## config.mk

```make
export PLATFORM = sky130hd
export DESIGN_NAME = inst_fetch
export DESIGN_NICKNAME = d
export VERILOG_FILES = /design/src/rtl/inst_fetch.sv
export SDC_FILE = /design/constraint.sdc
export NUM_CORES = 1
export LEC_CHECK = 0
export CAP_MARGIN = 10
export CORE_ASPECT_RATIO = 2
export CORE_UTILIZATION = 42
export DETAILED_ROUTE_END_ITERATION = 8
export GPL_ROUTABILITY_DRIVEN = 0
export PLACE_DENSITY_LB_ADDON = 0.3
export SLEW_MARGIN = 10
export SYNTH_ARGS = -nofsm -noshare
export SYNTH_HDL_FRONTEND = slang
export SYNTH_SLANG_ARGS = --single-unit
export TNS_END_PERCENT = 20
```

## constraint.sdc

```tcl
create_clock -name clk -period 5.9 [get_ports clk]
set_clock_uncertainty 0.15 [all_clocks]
set_input_delay 1.18 -clock clk [delete_from_list [all_inputs] [get_ports clk]]
set_output_delay 1.18 -clock clk [all_outputs]
set_load 0.005 [all_outputs]
```

## src/rtl/inst_fetch.sv

```systemverilog
// Instruction fetch stage: owns the PC, keeps one imem request in flight, and holds the result for the decoder.
// Optional feature macro: FETCH_MISALIGN_CHECK_EN (misaligned redirect raises fetch_misalign and halts).
module inst_fetch #(
    parameter int              XLEN     = 64,
    parameter logic [XLEN-1:0] RESET_PC = 64'h8000_0000
) (
    input  logic            clk,
    input  logic            rst,
    output logic            imem_req_valid,
    output logic [XLEN-1:0] imem_req_addr,
    input  logic            imem_req_ready,
    input  logic            imem_rsp_valid,
    input  logic [31:0]     imem_rsp_data,
    output logic            inst_valid,
    output logic [31:0]     inst,
    output logic [XLEN-1:0] inst_pc,
    input  logic            inst_ready,
    input  logic            redirect_valid,
    input  logic [XLEN-1:0] redirect_pc,
    input  logic            halt,
    output logic            fetch_misalign
);

    typedef enum logic [2:0] {
        IDLE   = 3'd0,
        REQ    = 3'd1,
        WAIT   = 3'd2,
        HOLD   = 3'd3,
        HALTED = 3'd4
    } state_t;

    state_t          state_reg, state_next;
    logic [XLEN-1:0] pc_reg, pc_next;
    logic [XLEN-1:0] pc_q_reg, pc_q_next;
    logic [31:0]     inst_q_reg, inst_q_next;
    logic            kill_reg, kill_next;
    logic            misalign_next;
    logic            redirect_bad;
    logic [XLEN-1:0] redirect_target;

`ifdef FETCH_MISALIGN_CHECK_EN
    logic misalign_reg;

    assign redirect_bad    = redirect_valid & (redirect_pc[1:0] != 2'b00);
    assign redirect_target = redirect_pc;

    always_ff @(posedge clk or posedge rst) begin
        if (rst) begin
            misalign_reg <= 1'b0;
        end else begin
            misalign_reg <= misalign_next;
        end
    end

    assign fetch_misalign = misalign_reg;
`else
    // Without the check, low target bits are simply dropped so the PC stays word aligned.
    assign redirect_bad    = 1'b0;
    assign redirect_target = {redirect_pc[XLEN-1:2], redirect_pc[1:0] & 2'b00};
    assign fetch_misalign  = 1'b0;
`endif

    always_ff @(posedge clk or posedge rst) begin
        if (rst) begin
            state_reg  <= IDLE;
            pc_reg     <= RESET_PC;
            pc_q_reg   <= '0;
            inst_q_reg <= '0;
            kill_reg   <= 1'b0;
        end else begin
            state_reg  <= state_next;
            pc_reg     <= pc_next;
            pc_q_reg   <= pc_q_next;
            inst_q_reg <= inst_q_next;
            kill_reg   <= kill_next;
        end
    end

    always_comb begin
        state_next    = state_reg;
        pc_next       = pc_reg;
        pc_q_next     = pc_q_reg;
        inst_q_next   = inst_q_reg;
        kill_next     = kill_reg;
        misalign_next = fetch_misalign;

        case (state_reg)
            IDLE: begin
                state_next = REQ;
            end

            REQ: begin
                if (redirect_bad) begin
                    misalign_next = 1'b1;
                    state_next    = HALTED;
                end else if (redirect_valid) begin
                    pc_next = redirect_target;
                    // An accepted request to the old PC must have its response discarded.
                    if (imem_req_ready) begin
                        kill_next  = 1'b1;
                        state_next = WAIT;
                    end
                end else if (imem_req_ready) begin
                    state_next = WAIT;
                end
            end

            WAIT: begin
                if (redirect_bad) begin
                    misalign_next = 1'b1;
                    state_next    = HALTED;
                end else if (redirect_valid) begin
                    pc_next = redirect_target;
                    if (imem_rsp_valid) begin
                        kill_next  = 1'b0;
                        state_next = REQ;
                    end else begin
                        kill_next = 1'b1;
                    end
                end else if (imem_rsp_valid) begin
                    if (kill_reg) begin
                        kill_next  = 1'b0;
                        state_next = REQ;
                    end else begin
                        inst_q_next = imem_rsp_data;
                        pc_q_next   = pc_reg;
                        state_next  = HOLD;
                    end
                end
            end

            HOLD: begin
                if (redirect_bad) begin
                    misalign_next = 1'b1;
                    state_next    = HALTED;
                end else if (redirect_valid) begin
                    pc_next    = redirect_target;
                    state_next = REQ;
                end else if (inst_ready) begin
                    if (halt) begin
                        state_next = HALTED;
                    end else begin
                        pc_next    = pc_reg + XLEN'(4);
                        state_next = REQ;
                    end
                end
            end

            HALTED: begin
                state_next = HALTED;
            end

            default: begin
                state_next = IDLE;
            end
        endcase
    end

    assign imem_req_valid = (state_reg == REQ);
    assign imem_req_addr  = (state_reg == REQ) ? pc_reg : '0;
    // A redirect in HOLD withdraws the instruction in the same cycle so it cannot be consumed.
    assign inst_valid     = (state_reg == HOLD) & ~redirect_valid;
    assign inst           = inst_q_reg;
    assign inst_pc        = pc_q_reg;

endmodule

```

; ---- Yosys cells after proc, flatten, opt, wreduce, memory -nomap -nowiden
; Index checks and enable logic that the tools add are counted.
[totals]
reg_bits = 164
input_bits = 103
out_inout_bits = 163
wordCells = 49
[op_classes]
n_addsub = 1
n_eq_ne = 11
n_mux = 21
bitwise = 3
reduce_logical = 8
[ops]
columns = op, n
row1 = 64-bit 2-to-1 mux, 5
row2 = 64-bit one-hot mux with 2 select lines, 1
row3 = 64-bit by 3-bit adder with 64-bit output (second input constant), 1
row4 = 3-bit 2-to-1 mux, 7
row5 = 3-bit one-hot mux with 5 select lines, 1
row6 = 4-bit AND reduction, 3
row7 = 3-bit != test (second input constant), 3
row8 = 3-bit by 2-bit == test with 1-bit output (second input constant), 2
row9 = 2-bit by 1-bit != test with 1-bit output (second input constant), 3
row10 = 1-bit 2-to-1 mux, 5
row11 = 2-bit nonzero test, 2
row12 = 3-bit by 1-bit == test with 1-bit output (second input constant), 1
row13 = 3-bit == test (second input constant), 1
row14 = 3-bit logical NOT, 1
row15 = 3-bit AND reduction, 1
row16 = 2-bit 2-to-1 mux, 1
row17 = 2-bit != test (second input constant), 1
row18 = 1-bit inverter, 2
row19 = 1-bit one-hot mux with 2 select lines, 1
row20 = 2-bit OR reduction, 1
row21 = 1-bit bitwise AND, 1

; ---- Depth between registers and ports, before layout
[logic_depth]
word_depth = 5
depth_mapped = 9

; ---- Least setup slack after synthesis
; OpenSTA, ideal clock, no wires.
[synth_timing]
path_kind = input to output
startpoint = input port redirect_valid
endpoint = output port inst_valid
arrival_time_ps = 2175
required_ps = 4570
slack_ps = 2395
cell_stages = 5
path_cell_list = nand4bb_1 clkbuf_1 clkinv_1 clkbuf_1 clkbuf_1
[synth_between]
elab_chain_len = 2
[synth_rtl]
columns = item, line_no
row1 = from (decl), 18  ; input logic redirect_valid,
row2 = 1-bit inverter (no source line), --
row3 = 1-bit bitwise AND, 162  ; assign inst_valid = (state_reg == HOLD) & ~redirect_valid;
row4 = to (decl), 14  ; output logic inst_valid,
; Every way passes these cells.

; ---- Worst setup path after layout
; Ends and elaborated chain as after synthesis.

==> out/qor.log <==
[synth] synth top area cells sky130_fd_sc_hd__dfrtp_1, sky130_fd_sc_hd__mux2_2, sky130_fd_sc_hd__and2_1
[detailed_routing] Post-DRT Antenna Nets 0
[placed_design] HPWL after detailed placement 18700 um
[synth] count leader, synth sky130_fd_sc_hd__dfrtp_1
[setup_path] R2R cell count 6
[flow_run] # Max-Cap Violations 0
[sta] min setup slack post-route 1.65 ns
[global_route] wire length of the first global-routing pass 42000 um
[pwr] peak ir drop on the vdd network 0.217 mV
[setup_path] reg-to-reg setup timing slack 2.45 ns
[global_route] number of antenna violations at the first check in global routing 1
[synth] share of Yosys cell area claimed by the top area cell type 47.2%
[detailed_routing] Pre-Repair DR Iteration Count 7
[global_route] total global routing overflow 0
[finish] fraction of layout instances using a drive strength above 1 13.4%
[run_status] outcome complete, but fails checks
[synth] Post-synth EDFFs 0
[setup_path] data arrival time of the critical path 2.92 ns
[finish] relative area change from synthesis to final layout 39.6%
[die] CORE AREA 19800 sq um
[sta] Sum Neg Setup Slack 0 ns
[detailed_routing] average wire length per cell after detail routing 19.8 um
[sta] minimum period implied by the final worst setup slack 4.25 ns
[detailed_routing] # DRC 4
[global_route] Tot GR Track Use 27.0%
[die] width of the die 102 um
[clock_network] insertion delay of the later-clocked pin in the worst-skew pair 0.43 ns
[setup_path] launching element type of the critical path primary input
[min_path] Worst Hold Path Cells 2
[synth] Primary FF master, synth sky130_fd_sc_hd__dfrtp_1
[setup_path] type of the worst setup path in2out
[detailed_routing] total length of routed wires 26800 um
[setup_path] Reg-to-Reg End pc_reg[58]$_DFFE_PP0P_
[setup_path] data required time at the worst endpoint 4.57 ns
[synth] count of warnings emitted by yosys 0
[clock_network] root buf cell sky130_fd_sc_hd__clkbuf_16
[synth] Seq cells post-synth 160
[setup_path] library cell appearing most often on the critical path sky130_fd_sc_hd__clkdlybuf4s50_1
[global_route] via count of the first global-routing pass 7764
[sta] worst hold slack across all endpoints 0.330 ns
[pwr] ratio of total power to cell area 507 nW/um^2
[min_path] Hold Path Origin inst_pc[58]$_DFFE_PP0P_
[setup_path] critical path, cell by cell clkdlybuf4s50_1 -> nand4bb_4 -> inv_2 -> clkdlybuf4s50_1
[clock_network] total clock buffers created by CTS 17
[clock_network] H-Tree Level Count 4
[die] number of standard-cell rows in the floorplan 73
[pwr] Static Leakage 4.76 nW
[sta] final setup violation count 0
[detailed_routing] Via Count 7735
[die] effective utilization at floorplan 42.6%
[synth] cell types with the highest counts after synthesis sky130_fd_sc_hd__dfrtp_1, sky130_fd_sc_hd__mux2_2, sky130_fd_sc_hd__and2_1
[synth] syn_area_per_cell 9.83 sq um
[synth] dominant cell type by area after synthesis sky130_fd_sc_hd__dfrtp_1
[detailed_routing] detailed-route vias per instance 5.73
[die] height of the die 202 um
[setup_path] slowest library cell on the worst path sky130_fd_sc_hd__clkdlybuf4s50_1
[synth] Syn Inst Count 858
[synth] fraction of the yosys area taken by sequential cells 47.5%
[pwr] total power after layout 5.96 mW
[finish] Finished Core Util 59.4%
[min_path] endpoint of the worst hold path inst_pc[58]$_DFFE_PP0P_
[clock_network] number of cells upsized or downsized after cts 0
[clock_network] Bufs on Longest Clock Path 2
[run_status] failing checks DRC
[clock_network] number of buffers inserted by post-CTS setup repair 0
[clock_network] CTS tree yes
[sta] Final period util 72.0%
[sta] highest achievable clock rate 235 MHz
[die] ports placed on the boundary 266
[sta] final hold vios 0
[clock_network] total of hold buffers inserted after clock tree synthesis 0
[sta] worst rel slew slack 31.0%
[setup_path] biggest fanout along the worst timing path 28
[setup_path] max incr delay on CP 0.61 ns
[sta] Worst Max-Slew Pin Slew 1.04 ns
[min_path] HP Class reg2reg
[die] die outline area 20700 sq um
[synth] number of distinct library cell variants in the gate-level netlist after synthesis 67
[placed_design] Worst Setup Slack post-DPL 1.65 ns
[global_route] pin count of the biggest net entering global routing 91
[setup_path] Crit Reg-Reg Startpoint pc_reg[2]$_DFFE_PP0P_
[setup_path] kind of end point of the critical path output pin
[sta] number of pins with negative max-slew slack in the final report 0
[sta] unrepaired setup endpoints after global routing false
[synth] Mapped Area 8440 sq um
[clock_network] CTS Sinks 160
[synth] share of flip-flops with an asynchronous set or reset 100%
[detailed_routing] number of design-rule violations left by the first detailed-router iteration 393
[placed_design] Buffers on Ports 258
[clock_network] clock-pin slew reported for the worst setup and hold paths after clock tree synthesis 0.06 ns
[finish] Nets 1179
==> cells by family after synthesis <==
group | Yosys count | share of synthesized area [%]
other | 1 | 0.0445
adders and majority gates | 1 | 0.148
muxes | 89 | 11.9
buffers and inverters | 84 | 4.00
DFF | 160 | 47.5
AOI/OAI and AO/OA | 191 | 15.0
and+or+nand+nor | 332 | 21.4
==> how the worst max path moves through the flow <==
stage / from / endpoint / slack [ns] / cells past startpoint
after floorplan: rst / inst[0]$_DFFE_PP0P_ / 0.25 / 1
after global placement: redirect_valid / inst_valid / 1.68 / 4
after detailed placement: redirect_valid / inst_valid / 1.65 / 4
after CTS: redirect_valid / inst_valid / 1.65 / 4
after global routing: redirect_valid / inst_valid / 1.57 / 4
final: redirect_valid / inst_valid / 1.65 / 4
==> worst max-delay path, delay by kind of cell <==
family / cells / cell delay, ns
buf+inv: 3 / 1.46
simple gates: 1 / 0.27
==> routing by layer <==
layer | track usage, % | vias to the layer above | wire (um)
met1 | 28.5 | 3792 | 9420
met4 | 12.3 | 0 | 1010
met5 | 0 | - | 0
met2 | 49.5 | 271 | 14900
met3 | 5.77 | 67 | 1400
li1 | - | 3605 | -
==> metrics by stage <==
stage | instances | instance area [sq um]
detailed placement | 1318 | 11200
global placement | 1318 | 11200
CTS | 1349 | 11800
floorplan | 862 | 8450
finish | 1350 | 11800
global route | 1350 | 11800
==> placed cells by master, fill, tap and decap left out, drive strengths merged, types with 6 or more instances in the layout <==
| cell type | Yosys | layout |
|---|---|---|
| clkdlybuf4s50 | 0 | 258 |
| dfrtp | 159 | 159 |
| mux2 | 88 | 88 |
| and2 | 66 | 66 |
| nand2 | 60 | 60 |
| a21oi | 47 | 47 |
| o21ai | 44 | 44 |
| nor2 | 42 | 42 |
| nand3 | 42 | 42 |
| nand4 | 27 | 27 |
| nor3 | 25 | 25 |
| clkbuf | 61 | 20 |
| or3 | 18 | 18 |
| and3 | 15 | 15 |
| o311ai | 11 | 11 |
| o211ai | 10 | 10 |
| buf | 13 | 10 |
| inv | 9 | 10 |
| o22ai | 9 | 9 |
| nor4 | 9 | 9 |
| and4 | 7 | 7 |
| or4 | 7 | 7 |
| a31oi | 7 | 7 |
| a2bb2oi | 6 | 6 |
| a22oi | 6 | 6 |
==> power breakdown <==
group	switching (mW)	internal [mW]
Combinational	1.08	1.59
Clock	0.454	0.638
Sequential	0.599	1.61
==> area by class of cell <==
| cell class | instances | area [sq um] |
|---|---|---|
| Multi-Input combinational cell | 618 | 4150 |
| Antenna cell | 1 | 2.50 |
| Sequential cell | 160 | 4010 |
| Inverter | 10 | 42.5 |
| Tap cell | 262 | 328 |
| Clock buffer | 20 | 457 |
| Clock inverter | 11 | 115 |
| Timing Repair Buffer | 268 | 2670 |
| Fill cell | 1730 | 8050 |
No activity file was read; power rests on OpenSTA's default activity.
